File: config.mk
export PLATFORM = sky130hd
export DESIGN_NAME = vtg_timing
export DESIGN_NICKNAME = d
export VERILOG_FILES = /design/src/rtl/vtg_timing.sv
export SDC_FILE = /design/constraint.sdc
export NUM_CORES = 1
export LEC_CHECK = 0
export CORE_UTILIZATION = 54
export DETAILED_ROUTE_END_ITERATION = 8
export PLACE_DENSITY = 0.85
export SYNTH_ARGS = -nofsm -noshare
export SYNTH_HDL_FRONTEND = slang
export SYNTH_SLANG_ARGS = --single-unit
File: constraint.sdc
create_clock -name clk -period 2.57 [get_ports clk]
set_input_delay 0.257 -clock clk [delete_from_list [all_inputs] [get_ports clk]]
set_output_delay 0.257 -clock clk [all_outputs]
set_load 0.02 [all_outputs]
File: src/rtl/vtg_timing.sv
// ---------------------------------------------------------------------------
// vtg_timing -- parametrised raster timing generator
//
// Generates horizontal/vertical sync with configurable polarity, a
// display-enable window, pixel/line addresses (pixel address leads the
// visible window by LEAD clocks so fetch logic can prefetch), and
// start-of-line / start-of-frame strobes.
//
// Line layout on hcnt:  front porch | sync | back porch | visible
// Frame layout on vcnt: front porch | sync | back porch | visible
// hcnt == 0 is the first front-porch pixel, vcnt == 0 the first
// front-porch line.
//
// Optional feature: define VTG_LINE_IRQ_EN to build the line-compare
// interrupt (line_cmp input, line_irq output). Without the macro those
// ports and the compare logic do not exist.
//
// Ports
//   clk       in   pixel clock
//   rst_n     in   asynchronous active-low reset
//   en        in   run (1) / stop (0); registered once into run_q
//   line_cmp  in   [CNT_W] interrupt line, in vaddr space   (macro only)
//   hsync     out  horizontal sync, active level HPOL
//   vsync     out  vertical sync, active level VPOL
//   de        out  display enable, high inside the visible window
//   haddr     out  [CNT_W] hcnt - HSTART + LEAD, modulo 2^CNT_W
//   vaddr     out  [CNT_W] vcnt - VSTART, modulo 2^CNT_W
//   sol       out  start-of-line pulse (hcnt == 0 while running)
//   sof       out  start-of-frame pulse (sol with vcnt == 0)
//   line_irq  out  line-compare pulse                       (macro only)
// ---------------------------------------------------------------------------
module vtg_timing #(
    parameter int unsigned HFRONT  = 48,
    parameter int unsigned HSYNC   = 112,
    parameter int unsigned HBACK   = 248,
    parameter int unsigned HACTIVE = 1280,
    parameter int unsigned VFRONT  = 1,
    parameter int unsigned VSYNC   = 3,
    parameter int unsigned VBACK   = 38,
    parameter int unsigned VACTIVE = 1024,
    parameter bit          HPOL    = 1'b0,
    parameter bit          VPOL    = 1'b0,
    parameter int unsigned LEAD    = 2,
    parameter int unsigned CNT_W   = 11
) (
    input  logic             clk,
    input  logic             rst_n,
    input  logic             en,
`ifdef VTG_LINE_IRQ_EN
    input  logic [CNT_W-1:0] line_cmp,
    output logic             line_irq,
`endif
    output logic             hsync,
    output logic             vsync,
    output logic             de,
    output logic [CNT_W-1:0] haddr,
    output logic [CNT_W-1:0] vaddr,
    output logic             sol,
    output logic             sof
);

    // -----------------------------------------------------------------------
    // Derived timing constants, all pre-sized to the counter width so every
    // compare below is width-matched.
    // -----------------------------------------------------------------------
    localparam int unsigned HSTART = HFRONT + HSYNC + HBACK;
    localparam int unsigned HTOTAL = HSTART + HACTIVE;
    localparam int unsigned VSTART = VFRONT + VSYNC + VBACK;
    localparam int unsigned VTOTAL = VSTART + VACTIVE;

    localparam logic [CNT_W-1:0] H_LAST   = CNT_W'(HTOTAL - 1);
    localparam logic [CNT_W-1:0] H_SYNC_B = CNT_W'(HFRONT);
    localparam logic [CNT_W-1:0] H_SYNC_E = CNT_W'(HFRONT + HSYNC);
    localparam logic [CNT_W-1:0] H_START  = CNT_W'(HSTART);
    localparam logic [CNT_W-1:0] V_LAST   = CNT_W'(VTOTAL - 1);
    localparam logic [CNT_W-1:0] V_SYNC_B = CNT_W'(VFRONT);
    localparam logic [CNT_W-1:0] V_SYNC_E = CNT_W'(VFRONT + VSYNC);
    localparam logic [CNT_W-1:0] V_START  = CNT_W'(VSTART);
    // LEAD <= HBACK <= HSTART, so this offset is never negative.
    localparam logic [CNT_W-1:0] H_ADDR_OFS = CNT_W'(HSTART - LEAD);

    localparam logic [CNT_W-1:0] CNT_ONE = CNT_W'(1);

    // -----------------------------------------------------------------------
    // State
    // -----------------------------------------------------------------------
    logic             run_q,   run_d;
    logic [CNT_W-1:0] hcnt_q,  hcnt_d;
    logic [CNT_W-1:0] vcnt_q,  vcnt_d;
    logic             hsync_q, hsync_d;
    logic             vsync_q, vsync_d;
    logic             de_q,    de_d;
    logic             sol_q,   sol_d;
    logic             sof_q,   sof_d;

    // Decoded window flags for the next counter values.
    logic hs_act;
    logic vs_act;

    // -----------------------------------------------------------------------
    // Next-state: counters
    //
    // run_d is simply en. While stopping (en low) the counters clear on the
    // very next clock with no line completion. On the first clock of a run
    // (run_q still low) the counters are forced to 0 so the frame starts
    // clean with sof asserted in the same cycle run_q rises.
    // -----------------------------------------------------------------------
    // NOTE: every signal assigned in this block gets a default first, so no
    // path leaves a value unassigned and no latch is inferred.
    always_comb begin
        run_d  = en;
        hcnt_d = '0;
        vcnt_d = '0;
        if (en && run_q) begin
            if (hcnt_q == H_LAST) begin
                hcnt_d = '0;
                // vcnt only moves on the clock hcnt wraps, so anything
                // decoded from it switches on line boundaries.
                vcnt_d = (vcnt_q == V_LAST) ? '0 : vcnt_q + CNT_ONE;
            end else begin
                hcnt_d = hcnt_q + CNT_ONE;
                vcnt_d = vcnt_q;
            end
        end
    end

    // -----------------------------------------------------------------------
    // Next-state: outputs
    //
    // All strobes are decoded from the *next* counter values and registered,
    // so each registered output lines up exactly with the counter value it
    // describes -- no skew between hcnt/vcnt (and hence haddr/vaddr) and the
    // syncs, de and strobes.
    // -----------------------------------------------------------------------
    always_comb begin
        hs_act  = run_d && (hcnt_d >= H_SYNC_B) && (hcnt_d < H_SYNC_E);
        vs_act  = run_d && (vcnt_d >= V_SYNC_B) && (vcnt_d < V_SYNC_E);

        hsync_d = hs_act ? HPOL : ~HPOL;
        vsync_d = vs_act ? VPOL : ~VPOL;
        de_d    = run_d && (hcnt_d >= H_START) && (vcnt_d >= V_START);
        sol_d   = run_d && (hcnt_d == '0);
        sof_d   = sol_d && (vcnt_d == '0);
    end

    // -----------------------------------------------------------------------
    // Registers
    // -----------------------------------------------------------------------
    // NOTE: sequential state uses non-blocking assignments only, so every
    // register samples its pre-edge inputs regardless of statement order.
    always_ff @(posedge clk or negedge rst_n) begin
        if (!rst_n) begin
            run_q   <= 1'b0;
            hcnt_q  <= '0;
            vcnt_q  <= '0;
            hsync_q <= ~HPOL;
            vsync_q <= ~VPOL;
            de_q    <= 1'b0;
            sol_q   <= 1'b0;
            sof_q   <= 1'b0;
        end else begin
            run_q   <= run_d;
            hcnt_q  <= hcnt_d;
            vcnt_q  <= vcnt_d;
            hsync_q <= hsync_d;
            vsync_q <= vsync_d;
            de_q    <= de_d;
            sol_q   <= sol_d;
            sof_q   <= sof_d;
        end
    end

`ifdef VTG_LINE_IRQ_EN
    // -----------------------------------------------------------------------
    // Line-compare interrupt
    //
    // One-clock pulse in the cycle hcnt == HSTART on the visible line whose
    // vaddr equals line_cmp. line_cmp is compared against the next-count
    // line address, so it is picked up fresh for every line and a change
    // only affects lines not yet reached. A line_cmp >= VACTIVE can never
    // match because visible vaddr stays below VACTIVE.
    // -----------------------------------------------------------------------
    logic line_irq_q, line_irq_d;

    always_comb begin
        line_irq_d = run_d
                  && (hcnt_d == H_START)
                  && (vcnt_d >= V_START)
                  && ((vcnt_d - V_START) == line_cmp);
    end

    always_ff @(posedge clk or negedge rst_n) begin
        if (!rst_n) begin
            line_irq_q <= 1'b0;
        end else begin
            line_irq_q <= line_irq_d;
        end
    end

    assign line_irq = line_irq_q;
`endif

    // -----------------------------------------------------------------------
    // Outputs
    //
    // Addresses are plain modular differences of the counters: meaningful
    // inside the window, wrapped (not clamped) elsewhere.
    // -----------------------------------------------------------------------
    assign hsync = hsync_q;
    assign vsync = vsync_q;
    assign de    = de_q;
    assign sol   = sol_q;
    assign sof   = sof_q;
    assign haddr = hcnt_q - H_ADDR_OFS;
    assign vaddr = vcnt_q - V_START;

endmodule

# Yosys cells after proc, flatten, opt, wreduce, memory -nomap -nowiden
# Cells that the tools add are included.
# Widths: inputs -> output; s select.
# totals
output_inout_bits,27
latchBits,0
rom_bits,0
memories,0
in_bits,3
reg_bits,28
ramBits,0
# classes
magnitude_cmp,6
shift,0
add_sub_neg,4
div_mod_pow,0
mux,7
n_reduce_logical,11
n_eq_ne,2
multipliers,0
bitwise,0
# ops
op,count
$mux 11,5
$add 11x1->11 const B,2
$eq 11x11->1 const B,2
$ge 11x6->1 const B,2
$logic_not 11->1,2
$ge 11x1->1 const B,1
$ge 11x9->1 const B,1
$lt 11x3->1 const B,1
$lt 11x8->1 const B,1
$sub 11x6->11 const B,1
$sub 11x9->11 const B,1
$logic_and 1x1->1,9
$mux 1,2

# Depth between registers and ports, before layout
# Gate-level depths: netlist of run 1.
# logic_depth
depth_word,8
ltp_mapped,8
ltp_nobuf,8

# Worst setup path before layout of run 1
# Ideal clock, no wire load.
# synth_timing
kind,register to register
startpoint,register hcnt_q[0]
endpoint,"register sof_q, in the netlist sof"
setup_time_ns,0.068
arrival_time_ns,1.934
n_path_buf,0
slack_ns,0.568
period_less_slack_ns,2.002
stages_incl_launch_ff,8
path_cell_list,dfrtp_1 ha_1 nand2_1 or3_4 nor3_2 xnor2_1 a41o_1 and4b_1
# synth_via
elab_chain_cells,6
# synth_lines
element,line_no,rtl
"start, declared",88,"logic [CNT_W-1:0] hcnt_q, hcnt_d;"
"start signal, assigned",163,hcnt_q <= hcnt_d;
$add 11x1->11 or $eq 11x11->1 (tied branches),"121, 115",
$mux 11,115,if (hcnt_q == H_LAST) begin
$mux 11,114,if (en && run_q) begin
$logic_not 11->1,142,sol_d = run_d && (hcnt_d == '0);
$logic_and 1x1->1,142,
$logic_and 1x1->1 *,143,sof_d = sol_d && (vcnt_d == '0);
via sof_d,94,"logic sof_q, sof_d;"
"end signal, assigned",160,sof_q <= 1'b0;
"end signal, assigned",169,sof_q <= sof_d;
"end, declared",94,
# The timed path passes the listed nets; every way through them passes the cells marked *.

# Worst setup path in the final report of run 1
# layout_timing
startpoint,register vcnt_q[2]
endpoint,output vaddr[10]
# layout_via
elab_chain_cells,1
# layout_lines
element,line_no,rtl
"start, declared",89,"logic [CNT_W-1:0] vcnt_q, vcnt_d;"
"start signal, assigned",164,vcnt_q <= vcnt_d;
$sub 11x6->11,215,assign vaddr = vcnt_q - V_START;
"end, declared",57,"output logic [CNT_W-1:0] vaddr,"
# Every way passes these cells.

==> summary.md, run 1 <==
| Metric | Value |
|---|---|
| Skew final | 0.00763 ns |
| Critical Path Sink Type | output port |
| Area leader, netlist | dfrtp_1 |
| Placement Rows | 21 |
| Final HPWL from detailed placement | 3.16 mm |
| CTS tree | yes |
| Via density | 5.68 |
| Maximum vdd drop | 398 µV |
| Die X | 61.6 µm |
| Sequential area share after synthesis | 36.6% |
| Share of layout cells above drive strength 1 | 9.58% |
| CTS Root Cell | clkbuf_4 |
| Tightest Pin Transition | 0.499 ns |
| Cells after DPL | 283 |
| Syn avg cell area | 8.93 µm² |
| Status | completed |
| R2r setup slk | 0.24 ns |
| Max cap viols | 0 |
| Final setup violation count | 0 |
| Die height | 61.6 µm |
| Maximum clock path buffer count | 2 |
| Unrepaired setup endpoints after global routing | no |
| Clk sinks | 28 |
| Synth Instances | 215 |
| Die area | 3800 µm² |
| Period utilisation layout | 94.5% |
| CTS Buf Count | 3 |
| Vias in the first global route | 1393 |
| Worst hold path class | in -> async |
| Crit-path slowest cell | clkdlybuf4s50_1 |
| Pre-CTS WS | 0.179 ns |
| Detailed Route WL | 4.13 mm |
| Synthesis-stage register bit count | 28 |
| Hold-fix buffers at CTS | 0 |
| Yosys top cell area share | 33.9% |
| Async set-reset flop share out of synthesis | 100% |
| Worst setup margin | 0.142 ns |
| Power density over cell area | 292 nW/µm² |
| Top Ports | 30 |
| Min Tclk post-route | 2.43 ns |
| CP Class | reg -> out |
| Total GRT Usage | 23.7% |
| Slowest stage delay, CP | 0.62 ns |
| Final GP Congestion | 0.861 |
| Largest net degree at the start of global routing | 29 |
| WP buf/inv | 1 |
| Max Slew Vio Count | 0 |
| Total negative setup slack | 0 ns |
| Crit-path max FO | 6 |
| # port buffers | 29 |
| CTS clk-pin slew, worst paths | 0.14 ns |
| Startpoint class of the critical path | register |
| Initial antenna violation count | 0 |
| Core area | 3360 µm² |
| Dominant synthesized flop cell | dfrtp_1 |
| Hold violation count in the final report | 0 |
| Syn nets | 224 |
| Worst setup path startpoint | vcnt_q[2]$_DFF_PN0_ |
| Fin nets | 251 |
| Fin cells | 286 |
| Post-Syn Area | 1920 µm² |
| Delay-heaviest family, CP | buffers and inverters |
| Main area contributors after synthesis | dfrtp_1 34%, xnor2_1 8.7%, xor2_1 6.8%, nor2_1 6.3%, ha_1 3.9% |
| Post-synth EDFFs | 0 |
| P&R area growth vs syn | 18.7% |
| Synth Warn # | 0 |
| Arrival time worst endpoint | 2.17 ns |
| Via count | 1624 |
| Initial Utilization | 57.1% |
| GR Overflow Total | 0 |
| Setup Buffers After CTS | 0 |
| Fill cells | 299 |
| CP cell instances | o21a_1 > o21ai_1 > nand2_1 > xnor2_1 > clkdlybuf4s50_1 |
| DRC errors left | 0 |
| Yosys cell types | 49 |
| Clk_lat worst skew | 0.32 ns |
| R2r startpoint | hcnt_q[1]$_DFF_PN0_ |
| WL/cell | 14.4 µm |
| Inserted Diodes | 0 |
| Antenna-violating nets left | 0 |
| Drt first pass iters | 4 |
| First-pass GRT wire length | 6.62 mm |
| Fmax | 0.412 GHz |
| Leak | 0.833 nW |
| Relative slew slack | 66.7% |
| H-tree Lvls | 1 |
| Initial DRC count | 68 |
| Required @ worst endpoint | 2.31 ns |
-- cells in the final DEF (no fill, tap or decap), types with 3 or more instances in the layout --
master | Yosys | final
nor4_1 | 4 | 3
xnor2_1 | 19 | 19
nor2_1 | 32 | 32
clkbuf_4 | 0 | 3
clkdlybuf4s50_1 | 0 | 26
o21ai_1 | 0 | 3
inv_1 | 7 | 7
dfrtp_1 | 26 | 26
nand2_1 | 17 | 17
and3_1 | 3 | 3
nand4_1 | 6 | 6
nor3_1 | 3 | 3
a21oi_1 | 4 | 3
nor3_2 | 4 | 4
nand3_1 | 7 | 7
a31oi_1 | 3 | 3
xor2_1 | 15 | 15
and2_1 | 3 | 3
o21ai_0 | 9 | 6
buf_4 | 2 | 7
ha_1 | 6 | 6
-- final timing paths --
check,depth (start not counted),endpoint
worst min register to register,2,hcnt_q[0]$_DFF_PN0_
worst min-delay path,2,vcnt_q[6]$_DFF_PN0_
max in group asynchronous,2,vsync$_DFF_PN1_
worst max register to register,7,de$_DFF_PN0_
worst max-delay path,5,vaddr[10]
min in group clk,1,run_q$_DFF_PN0_
-- synthesized netlist by cell type, drive strengths merged (4+ instances only) --
| cell | n |
|---|---|
| a21oi | 5 |
| buf | 11 |
| dfrtp | 26 |
| ha | 6 |
| inv | 7 |
| nand2 | 17 |
| nand3 | 7 |
| nand4 | 6 |
| nor2 | 32 |
| nor3 | 7 |
| nor4 | 4 |
| o21ai | 9 |
| xnor2 | 19 |
| xor2 | 15 |
-- routing by layer --
layer | vias to the layer above | global-route usage, % | part of all wire, %
met5 | - | 0 | 0
met4 | 0 | 6.03 | 1.4
met3 | 6 | 5.46 | 6.3
met2 | 66 | 35.2 | 45
met1 | 757 | 34.9 | 47
li1 | 795 | - | -
-- sequential cells by signal, indices dropped and copies added, names as in the netlist --
register and flops:
de 1, hcnt_q 11, hsync 1, run_q 1, sof 1, sol 1, vcnt_q 11, vsync 1
-- what timing repair did --
action,in CTS,in global routing
gates cloned,0,0
resized for setup,2,7
pin swaps,0,0
endpoints found under the setup margin,2,9
-- power breakdown --
group | switching (mW) | internal, mW
sequential | 0.00330 | 0.445
clock | 0.116 | 0.0549
combinational | 0.0285 | 0.0187
total | 0.148 | 0.519
-- area by class of cell --
class	count	area, µm²	area share (%)
Inverter	7	26.3	1.15
Clock buffer	3	22.5	0.988
Multi-Input combinational cell	166	1130	49.4
Sequential cell	28	703	30.8
Timing Repair Buffer	36	344	15.1
Tap cell	46	57.6	2.52
-- through the flow --
step	total power, mW	cell area (µm²)	hold slack, ns	utilization, %
6_report	0.667	2280	0.287	67.8
5_1_grt	0.692	2280	0.330	67.8
4_1_cts	0.668	2270	0.308	67.4
3_5_place_dp	0.504	2250	0.547	66.8
3_3_place_gp	0.504	2250	0.556	66.8
2_1_floorplan	0.476	1920	-0.0386	-
-- cells by family after synthesis --
group,share of synthesized area (%)
AOI/OAI and AO/OA,11.9
xor gates and xnor gates,15.5
adders and majority gates,3.91
buffers and inverters,5.28
DFF,36.6
and+or+nand+nor,26.8
No activity file was read; power rests on OpenSTA's default activity.
==> inputs of run 2 (changes only) <==
CTS_CLUSTER_DIAMETER = 120   (was not set)
TNS_END_PERCENT = 1   (was not set)
==> run 2 against run 1 <==
Clock skew is essentially flat. Worst hold slack lost 0.00070 ns. Maximum frequency grew 0.17%. Largest power group unchanged.
==> summary.md, run 2 (synthesis results as in run 1) <==
| Metric | Value |
|---|---|
| Worst hold path class | in -> async (unchanged) |
| Via count | 1629 (was 1624) |
| Placement Rows | 21 (unchanged) |
| Core area | 3360 µm² (unchanged) |
| CTS Buf Count | 3 (unchanged) |
| # port buffers | 29 (unchanged) |
| Max cap viols | 0 (unchanged) |
| Net Sw Frac | 22.2% (about the same) |
| Startpoint class of the critical path | register (unchanged) |
| Critical Path Sink Type | output port (unchanged) |
| Reg power frac | 67.3% (about the same) |
| Largest net degree at the start of global routing | 29 (unchanged) |
| Max Slew Vio Count | 0 (unchanged) |
| Initial antenna violation count | 0 (unchanged) |
| DRC errors left | 0 (unchanged) |
| Overall power | 667 µW (about the same) |
| Tightest Pin Transition | 0.499 ns (about the same) |
| Top Ports | 30 (unchanged) |
| Final setup violation count | 0 (unchanged) |
| Die area | 3800 µm² (unchanged) |
| Die height | 61.6 µm (unchanged) |
| Final HPWL from detailed placement | 3.16 mm (unchanged) |
| GR Overflow Total | 0 (unchanged) |
| Antenna-violating nets left | 0 (unchanged) |
| CTS Root Cell | clkbuf_4 (unchanged) |
| Total negative setup slack | 0 ns (unchanged) |
| Pint | 519 µW (unchanged) |
| Die X | 61.6 µm (unchanged) |
| Inserted Diodes | 0 (unchanged) |
| Most frequent cells in the layout | 32 x nor2_1, 26 x clkdlybuf4s50_1, 25 x dfrtp_1 (was 32 x nor2_1, 26 x dfrtp_1, 26 x clkdlybuf4s50_1) |
| P&R area growth vs syn | 18.8% (was 18.7%) |
| Required @ worst endpoint | 2.31 ns (about the same) |
| Leak | 0.832 nW (was 0.833 nW) |
| Crit-path max FO | 6 (unchanged) |
| Detailed Route WL | 4.13 mm (about the same) |
| Switching Power | 148 µW (about the same) |
| Setup Buffers After CTS | 0 (unchanged) |
| Clk sinks | 28 (unchanged) |
| Power share of the clock group | 25.7% (was 25.6%) |
| Arrival time worst endpoint | 2.17 ns (about the same) |
| Drt first pass iters | 4 (unchanged) |
| Share of layout cells above drive strength 1 | 10.0% (was 9.58%) |
| Min Tclk post-route | 2.42 ns (was 2.43 ns) |
| Fmax | 0.413 GHz (was 0.412 GHz) |
| Initial Utilization | 57.1% (unchanged) |
| Via density | 5.70 (was 5.68) |
| Skew final | 0.00725 ns (was 0.00763 ns) |
| Initial DRC count | 69 (was 68) |
| Hold violation count in the final report | 0 (unchanged) |
| CP Class | reg -> out (unchanged) |
| Most common cell after layout, fill and taps aside | nor2_1 (unchanged) |
| Vias in the first global route | 1393 (unchanged) |
| CTS tree | yes (unchanged) |
| Top flop regs | hcnt_q (11), vcnt_q (11) (unchanged) |
| Final GP Congestion | 0.861 (unchanged) |
| Unrepaired setup endpoints after global routing | no (unchanged) |
| WL/cell | 14.4 µm (about the same) |
| Fin nets | 251 (unchanged) |
| Relative slew slack | 66.7% (about the same) |
| First-pass GRT wire length | 6.62 mm (unchanged) |
| Combinational Power Share | 7.1% (about the same) |
| Total GRT Usage | 23.7% (unchanged) |
| H-tree Lvls | 1 (unchanged) |
| Maximum vdd drop | 399 µV (was 398 µV) |
| Power density over cell area | 292 nW/µm² (about the same) |
| Period utilisation layout | 94.3% (was 94.5%) |
| Status | completed (unchanged) |
| CTS clk-pin slew, worst paths | 0.14 ns (about the same) |
| Maximum clock path buffer count | 2 (unchanged) |
| Fill cells | 298 (was 299) |
| Clk_lat worst skew | 0.32 ns (about the same) |
-- run 2: cell counts in the layout (fill, tap and decap cells not counted) --
Identical to the previous run, type by type.
-- run 2: what timing repair did --
action	4_1_cts	5_1_grt
gates resized for setup	2	8
setup endpoints to repair	2	9
pin swaps	0	0
endpoints found under the hold margin	0	0
hold buffers	0	0
-- run 2: metrics by stage --
step	util (%)	hold WS (ns)	cell area (µm²)	worst slack [ns]	cells
2_1_floorplan	-	-0.0386	1920	0.568	215
3_3_place_gp	66.8	0.556	2250	0.284	283
3_5_place_dp	66.8	0.547	2250	0.179	283
4_1_cts	67.4	0.308	2270	0.0300	286
5_1_grt	67.8	0.330	2280	0.00220	286
6_report	67.8	0.286	2280	0.146	286
-- run 2: path summary, 6_finish.rpt --
| kind | slack, ns | start | endpoint | depth (start not counted) |
|---|---|---|---|---|
| max | 0.15 | vcnt_q[2]$_DFF_PN0_ | vaddr[10] | 5 |
| min | 0.29 | rst_n | vcnt_q[6]$_DFF_PN0_ | 2 |
| max reg2reg | 0.24 | hcnt_q[1]$_DFF_PN0_ | de$_DFF_PN0_ | 7 |
| min reg2reg | 0.57 | hcnt_q[0]$_DFF_PN0_ | hcnt_q[0]$_DFF_PN0_ | 2 |
| max in group asynchronous | 1.97 | rst_n | vsync$_DFF_PN1_ | 2 |
| min in group clk | 0.55 | en | run_q$_DFF_PN0_ | 1 |
-- run 2: final cells by class --
cell class / count / area [µm²] / area share [%]
clock buffer: 3 / 22.5 / 0.987
inverter: 7 / 26.3 / 1.15
multi-input combinational: 166 / 1130 / 49.4
sequential: 28 / 704 / 30.9
tap: 46 / 57.6 / 2.52
timing repair buffer: 36 / 344 / 15.1
-- run 2: power groups by stage --
stage | sequential, mW | combinational, mW | clock [mW]
floorplan | 0.459 | 0.0171 | 0
global placement | 0.457 | 0.0471 | 0
detailed placement | 0.456 | 0.0477 | 0
CTS | 0.448 | 0.0477 | 0.172
global route | 0.449 | 0.0523 | 0.191
finish | 0.448 | 0.0472 | 0.171
-- run 2: worst max-delay path: stages, from the launching register on --
cell             delay (ns)
dfrtp_1                0.46
o21a_1                 0.24
o21ai_1                0.26
nand2_1                0.11
xnor2_1                0.15
clkdlybuf4s50_1        0.62
-- run 2: layer usage --
metal,GRT usage (%),vias to the layer above,part of all wire [%]
met4,6.03,0,1.4
met3,5.46,6,6.3
met2,35.2,61,45
met1,34.9,766,47
li1,-,796,-
met5,0,-,0
